--- src/rtl/hazard_scoreboard.sv ---
// Load-use hazard scoreboard: tracks registers with outstanding loads,
// detects RAW and structural hazards, and drives pipeline stall/flush controls.
module hazard_scoreboard #(
   parameter int unsigned NUM_REGS = 32,
   parameter int unsigned MAX_OUT  = 4,
   parameter int unsigned CNT_W    = 16,
   localparam int unsigned RW      = $clog2(NUM_REGS),
   localparam int unsigned PW      = $clog2(MAX_OUT + 1)
) (
   input  logic            clk_i,
   input  logic            rst_i,
   input  logic            id_ex_mem_read_i,
   input  logic [RW-1:0]   id_ex_rd_i,
   input  logic [RW-1:0]   if_id_rs1_i,
   input  logic [RW-1:0]   if_id_rs2_i,
   input  logic            if_id_uses_rs1_i,
   input  logic            if_id_uses_rs2_i,
   input  logic            if_id_mem_read_i,
   input  logic            ex_branch_taken_i,
   input  logic            mem_resp_valid_i,
   input  logic [RW-1:0]   mem_resp_rd_i,
   output logic            pc_write_o,
   output logic            if_id_write_o,
   output logic            if_id_flush_o,
   output logic            id_ex_flush_o,
   output logic [CNT_W-1:0] stall_count_o,
   output logic [PW-1:0]   pending_count_o
);

   logic [NUM_REGS-1:0] busy_q, busy_d;
   logic [PW-1:0]       pending_q, pending_d;
   logic [CNT_W-1:0]    stall_cnt_q, stall_cnt_d;

   logic issue, resp, inc, dec;
   logic raw1, raw2, struct_hz, stall;

   // Classify this cycle's issue/response events against the busy table.
   always_comb begin
      issue = id_ex_mem_read_i && (id_ex_rd_i != '0);
      resp  = mem_resp_valid_i && busy_q[mem_resp_rd_i];
      // A new busy register adds one; a response frees one unless the same register is re-set.
      inc   = issue && !busy_q[id_ex_rd_i];
      dec   = resp && !(issue && (id_ex_rd_i == mem_resp_rd_i));
   end

   // Hazard detection; a same-cycle response counts as forwarded data.
   always_comb begin
      raw1 = if_id_uses_rs1_i && (if_id_rs1_i != '0) &&
             ((busy_q[if_id_rs1_i] && !(mem_resp_valid_i && (mem_resp_rd_i == if_id_rs1_i))) ||
              (issue && (id_ex_rd_i == if_id_rs1_i)));
      raw2 = if_id_uses_rs2_i && (if_id_rs2_i != '0) &&
             ((busy_q[if_id_rs2_i] && !(mem_resp_valid_i && (mem_resp_rd_i == if_id_rs2_i))) ||
              (issue && (id_ex_rd_i == if_id_rs2_i)));
      struct_hz = if_id_mem_read_i && (pending_q == PW'(MAX_OUT)) && !resp;
      stall     = raw1 || raw2 || struct_hz;
   end

   // Next-state for busy table, pending count and stall counter.
   always_comb begin
      busy_d = busy_q;
      if (resp) begin
         busy_d[mem_resp_rd_i] = 1'b0;
      end
      if (issue) begin
         busy_d[id_ex_rd_i] = 1'b1;
      end
      busy_d[0] = 1'b0;

      pending_d = pending_q + PW'(inc) - PW'(dec);

      stall_cnt_d = stall_cnt_q;
      if (stall && !ex_branch_taken_i && (stall_cnt_q != {CNT_W{1'b1}})) begin
         stall_cnt_d = stall_cnt_q + CNT_W'(1);
      end
   end

   // State registers with asynchronous clear.
   always_ff @(posedge clk_i or posedge rst_i) begin
      if (rst_i) begin
         busy_q      <= '0;
         pending_q   <= '0;
         stall_cnt_q <= '0;
      end else begin
         busy_q      <= busy_d;
         pending_q   <= pending_d;
         stall_cnt_q <= stall_cnt_d;
      end
   end

   // Pipeline control: a taken branch overrides any stall.
   always_comb begin
      pc_write_o    = 1'b1;
      if_id_write_o = 1'b1;
      if_id_flush_o = 1'b0;
      id_ex_flush_o = 1'b0;
      if (ex_branch_taken_i) begin
         if_id_flush_o = 1'b1;
         id_ex_flush_o = 1'b1;
      end else if (stall) begin
         pc_write_o    = 1'b0;
         if_id_write_o = 1'b0;
         id_ex_flush_o = 1'b1;
      end
   end

   assign stall_count_o   = stall_cnt_q;
   assign pending_count_o = pending_q;

endmodule
--- config.mk ---
export PLATFORM = sky130hd
export DESIGN_NAME = hazard_scoreboard
export DESIGN_NICKNAME = d
export VERILOG_FILES = /design/src/rtl/hazard_scoreboard.sv
export SDC_FILE = /design/constraint.sdc
export NUM_CORES = 1
export LEC_CHECK = 0
export CAP_MARGIN = 20
export CORE_MARGIN = 2
export CORE_UTILIZATION = 56
export CTS_CLUSTER_DIAMETER = 100
export DETAILED_ROUTE_END_ITERATION = 6
export PLACE_DENSITY = 0.89
export SLEW_MARGIN = 30
export SYNTH_ARGS = -nofsm -noshare
export SYNTH_HDL_FRONTEND = slang
export SYNTH_SLANG_ARGS = --single-unit
--- constraint.sdc ---
create_clock -name clk_i -period 4.1 [get_ports clk_i]
set_input_delay 0.82 -clock clk_i [delete_from_list [all_inputs] [get_ports clk_i]]
set_output_delay 0.82 -clock clk_i [all_outputs]
set_load 0.03 [all_outputs]
Yosys cells after proc, flatten, opt, wreduce, memory -nomap -nowiden. Cells that the tools add are included. Widths: inputs -> output; s select.

Eq/ne operators: 7. Mux-type cells: 19. Bitwise operators: 3. Shifts and indexed selects: 0. Magnitude comparators: 6. Add/sub/neg operators: 3. Reductions and logical operators: 34. Multipliers: 0. Divide/modulo/power cells: 0.

Operators with widths (number): $mux 32 (2); $and 32x32->32 (1); $not 32->32 (1); $or 32x32->32 (1); $eq 5x5->1 (5); $lt 5x6->1 const B (4); $logic_and 1x1->1 (21); $bmux 1 s5 (4); $add 16x1->16 const B (1); $ne 16x16->1 const B (1); $reduce_bool 5->1 (3); $mux 1 (11); $demux 1 s5 (2); $ge 5x1->1 const B (2); $logic_not 1->1 (6); $logic_or 1x1->1 (4); $add 3x1->3 (1); $eq 3x3->1 const B (1); $sub 3x1->3 (1).

Latch bits: 0. Input bits: 28. Register bits after elaboration: 50. Output and inout bits: 23. Word-level logic and storage cells: 75. Bits in writable memories: 0. Memories kept: 0. Bits in read-only memories: 0.

Depth between registers and ports, before layout. Gate-level depths: netlist of the first run.

Word-level depth: 10. Depth in mapped cells: 14. Mapped depth without buffers: 12.

Worst setup path before layout of the first run. OpenSTA, ideal clock, no wires.

Kind: input port to output port. From: input port mem_resp_rd_i[1]. To: output port pc_write_o. Arrival time: 3006 ps. Required time: 3280 ps. Path slack: 274 ps. Cell stages on the path: 11. Path buffers: 5. Cells stage by stage: buf_4 -> buf_8 -> mux4_2 -> nand3_1 -> o21ai_1 -> or4_1 -> nor4bb_1 -> buf_4 -> buf_6 -> or2_2 -> buf_4.

Cells in the longest elaborated chain, start to end: 10. Elaborated cells on any way between the ends: 21. Classes of those cells: 2 x eq/ne; 4 x mux; 15 x reduce/logical.

Ends and longest elaborated chain: start, declared (RTL line 21) `input logic [RW-1:0] mem_resp_rd_i,`; parallel branches: the longest is 7 deep, another holds $bmux 1 s5; $logic_or 1x1->1 (*) (RTL line 55) `stall = raw1 || raw2 || struct_hz;`; $mux 1 (*) (2 in series); end, declared (RTL line 22) `output logic pc_write_o,`.

Every way passes the cells marked *. The select of a mux whose other input is x is not followed.

Final worst setup path of the first run.
From: input port mem_resp_rd_i[4]. To: output port pc_write_o.

Cells in the longest elaborated chain, start to end: 10. Elaborated cells on any way between the ends: 21. Classes of those cells: 2 x eq/ne; 4 x mux; 15 x reduce/logical.

Ends and longest elaborated chain: parallel branches: the longest is 7 deep, another holds $bmux 1 s5; $logic_or 1x1->1 (*) (RTL line 55); $mux 1 (*) (RTL line 99) `end else if (stall) begin`; $mux 1 (*) (RTL line 96) `if (ex_branch_taken_i) begin`.

Marked as above.

==> results of run 1 <==
## cell families (layout without fill, tap and decap cells)
group / count (synthesis) / count (layout) / synth area share (%)
adders and majority gates: 4 / 4 / 1.50
xor gates and xnor gates: 41 / 41 / 9.35
and+or+nand+nor: 110 / 110 / 17.4
buffers and inverters: 41 / 101 / 5.34
AOI/OAI and AO/OA: 85 / 85 / 12.5
DFF: 50 / 50 / 32.6
muxes: 50 / 50 / 21.2
## layer usage
layer,wire length (um),track usage (%),vias to the layer above
li1,-,-,1546
met1,4470,42.2,1748
met2,5620,50.9,282
met3,1370,7.62,54
met4,398,10.8,0
met5,0,0,-
## sequential cells by signal, indices dropped and copies added (netlist names)
signal           cells
busy_q              31
stall_count_o       16
pending_count_o      3
## power by group through the flow
| stage | combinational, mW | sequential (mW) | clock, mW |
|---|---|---|---|
| after global routing | 0.891 | 0.824 | 0.326 |
| after floorplan | 0.477 | 0.816 | 0 |
| final | 0.825 | 0.821 | 0.306 |
| after CTS | 0.811 | 0.804 | 0.311 |
| after global placement | 0.780 | 0.810 | 0 |
| after detailed placement | 0.806 | 0.813 | 0 |
## cells in the mapped netlist (3+ instances only)
master	number	share of area (%)
buf_2	8	1.0
buf_4	6	1.2
clkbuf_1	13	1.3
dfrtp_1	50	33
ha_1	3	0.98
inv_1	11	1.1
mux2_2	5	1.5
mux2i_1	20	5.2
mux4_2	22	13
nand2_1	18	1.8
nand2b_1	4	0.65
nand3_1	17	2.2
nand3b_1	7	1.4
nand4_1	7	1.1
nor2_1	9	0.88
nor2b_1	4	0.65
nor3_1	5	0.65
nor3_2	8	2.1
nor4_1	8	1.3
o21ai_0	60	7.8
o22ai_1	5	0.81
o31ai_1	3	0.59
o41ai_1	3	0.68
or3_1	6	0.98
or3b_2	3	0.68
xnor2_1	11	2.5
xor2_1	30	6.8
## through the flow
| stage | power [mW] | TNS (ns) | setup WS [ns] | hold slack (ns) |
|---|---|---|---|---|
| floorplan | 1.29 | 0 | 0.274 | 0.515 |
| global placement | 1.59 | -0.0938 | -0.0467 | 0.480 |
| detailed placement | 1.62 | -0.151 | -0.0911 | 0.487 |
| CTS | 1.93 | 0 | 0.0302 | 0.508 |
| global route | 2.04 | 0 | 0.000482 | 0.540 |
| finish | 1.95 | 0 | 0.0647 | 0.520 |
## how the worst max path moves through the flow
stage | startpoint | end | depth (start not counted)
after global routing | mem_resp_rd_i[4] | pc_write_o | 10
final | mem_resp_rd_i[4] | pc_write_o | 10
after CTS | mem_resp_rd_i[1] | pc_write_o | 10
after global placement | if_id_rs2_i[0] | id_ex_flush_o | 11
after floorplan | mem_resp_rd_i[1] | pc_write_o | 11
after detailed placement | if_id_rs2_i[0] | id_ex_flush_o | 11
## cell type report
cell class              count  share of cell area, %
multi-input cells         290                   51.2
flip-flops and latches     50                   26.4
repair buffers             82                   17.3
well taps                  80                   2.11
clock buffers               5                   1.45
inverters                  11                  0.924
clock inverters             3                  0.607
## worst max-delay path, stage by stage
cell and delay, ns:
clkdlybuf4s50_1 0.49, buf_4 0.18, nand3b_1 0.20, o22ai_1 0.13, nor3_1 0.14, nor2_1 0.09
or4_1 0.48, nor4bb_4 0.20, or2_2 0.30, buf_4 0.17
## timing repair
item | in CTS | in global routing
pin swaps | 0 | 3
gates cloned | 0 | 1
endpoints found under the setup margin | 3 | 3
gates resized for setup | 2 | 8
endpoints found under the hold margin | 0 | 0
setup buffers | 0 | 1
## layout by cell type, fill, tap and decap left out, types with 6 or more instances in the layout
cell	count
mux2i_1	20
buf_4	29
xor2_1	30
mux4_2	22
o21ai_0	60
or3_1	6
nand4_1	7
nor3_2	8
xnor2_1	11
nand3_1	17
inv_1	10
nor2_1	9
nand2_1	18
dfrtp_1	50
nand3b_1	7
clkdlybuf4s50_1	41
nor4_1	7
==> reports/summary.md, run 1 <==
The run gives 790 uW as the switching component of the power. The count of port buffers added during placement came out at 50. During synthesis, Yosys emitted a total of 0 warnings. Summing all multi-input logic gate instances after layout gives 0.00242 mm^2.

Net switching is 40.5% of the power. The via total after detailed routing is 3630. At the end of routability-driven placement, the weighted congestion stood at 1.06. First-pass iteration count of the detailed router: 7.

The starting utilization of the core area was 57.2%. 51 I/O pins were placed. The worst hold path cell count is 1. The capturing element type of the critical path is a primary output. The proportion of synthesized chip area in sequential cells was 32.6%; the total of hold buffers inserted after clock tree synthesis was 0. The logs give 0.00754 mm^2 for the die area and 3.28 ns for the required arrival time at the worst endpoint. The capturing point of the worst reg2reg path is pending_count_o[2].

The final-layout fill cell count is 517. In this run the horizontal extent of the chip is 86.8 um. From bottom edge to top edge, the die measures 86.8 um.

Worst relative slew slack: 49.4%. The area inside the core boundary was 0.00672 mm^2. Of the available clock period, the critical path in the final layout requires 98.4%. In the routed design, unresolved DRC markers number 0.

The total cell area at the placement stage is 0.00459 mm^2, and the synthesized cell area is 0.00384 mm^2. The power density over the cells is 412 mW/mm^2, and the number of global-route vias before repair is 3400. Clock tree synthesis inserted a total of 5 buffers. At the end of the flow the core is filled with cells to 70.5%. For this design the static power due to leakage is 1.97 nW. The largest clock skew in the final design is 0.0204 ns.

The layout overhead on the synthesized area came out at 23.4%. After legalization and detailed placement, the total HPWL measured 8.39 mm. In this run the worst path has a maximum fanout of 6. The worst-case IR drop observed on VDD is 0.000369 V. Entering global routing, the biggest net connects 51 pins. The run gives 521 as the number of standard cells in the final layout excluding fillers. Commonest register cell after synthesis: dfrtp_1.

In this run the most critical hold path is launched from stall_count_o[15]. The async set-reset flop share out of synthesis was 100%. The logs give 0.00125 mm^2 for the area of all sequential standard cells and 0 for the overflow left after global routing. The min-delay analysis places its worst path in the category flip-flop to flip-flop.

For the total non-filler cell area in the finished layout, the log shows 0.00474 mm^2. Setup repair after global routing left no endpoint under its margin. The worst register-to-register path begins at busy_q[23].

Setup violations remaining at the end of the flow were counted as 0. At the end of the flow, the number of nets in the layout was 472. Per report_power, the sequential group accounts for 42.1% of the total.

Global routing used 31.7% of the available tracks. The run gives 2 as the largest buffer count on any clock path. In this run, synthesis inferred 0 flip-flops with an integrated enable. The total nets after synthesis is 413, and the clock transition time at the flip-flop clock pins of the worst setup and hold paths is 0.11 ns.

Of the total power, combinational logic draws 42.3%. The total number of clock tree sinks was 50. Counting I/O delays and the setup requirement, the final critical path takes 4.04 ns. The flow ran to the end, and the final reports show no timing, DRC or antenna violations. The logs give 381 for the number of instances in the synthesized netlist and 248 MHz for the maximum clock rate.

The tools report the category of the worst setup path launch point as an input pin. The clock latency on the worst-skew pair was 0.32 ns. Internal power summed over all cells: 1.16 mW.

The total placed cells including tap cells is 511. The number of antenna violations at the first check in global routing is 0, and the first-pass GRT wire length is 18.1 mm. The routed design has 11.9 mm of wire.

TritonCTS built the clock tree. The distinct cell type count of the synthesized netlist was 54; the fraction of final layout cells sized beyond drive strength 1 was 20.6%. The H-tree was split into 2 levels. Each instance of the synthesized netlist takes up on average 10.1 um^2.

After the first detailed-routing iteration, the DRC count stood at 540. The max capacitance violation total is 0, and the routed length per placed instance is 22.8 um. In this run the core area contains 30 standard-cell rows. Using the TritonRoute via totals, the vias-per-cell ratio works out to 6.97. The tools report the hold violation count in the final report as 0. The total of flip-flops plus latches after synthesis works out to 50. At the pin with the least slew margin, the transition time is 0.756 ns. The cell at the root of the clock tree is clkbuf_8.

Across all register-to-register paths, the minimum setup slack is 1.12 ns. The startpoint-to-endpoint class of the critical path is input pin to primary output. In this run, the clock network consumes 15.7% of the power. The count of nets left with antenna violations once routing finished came out at 0.

The worst hold path terminates at stall_count_o[15]. Counting cells, the worst reg-to-reg path comes to 10. Data arrives at the worst endpoint at 3.22 ns.

The repair_antennas step left the layout with diodes totalling 0. The number of max-slew violations in the final report is 0.
Power figures use the tool's default switching activity.
==> run 2, diff against run 1 <==
- CTS_CLUSTER_DIAMETER: 100 -> 50
==> results of run 2 <==
Final layout, timing and power as in run 1 (identical DEF).
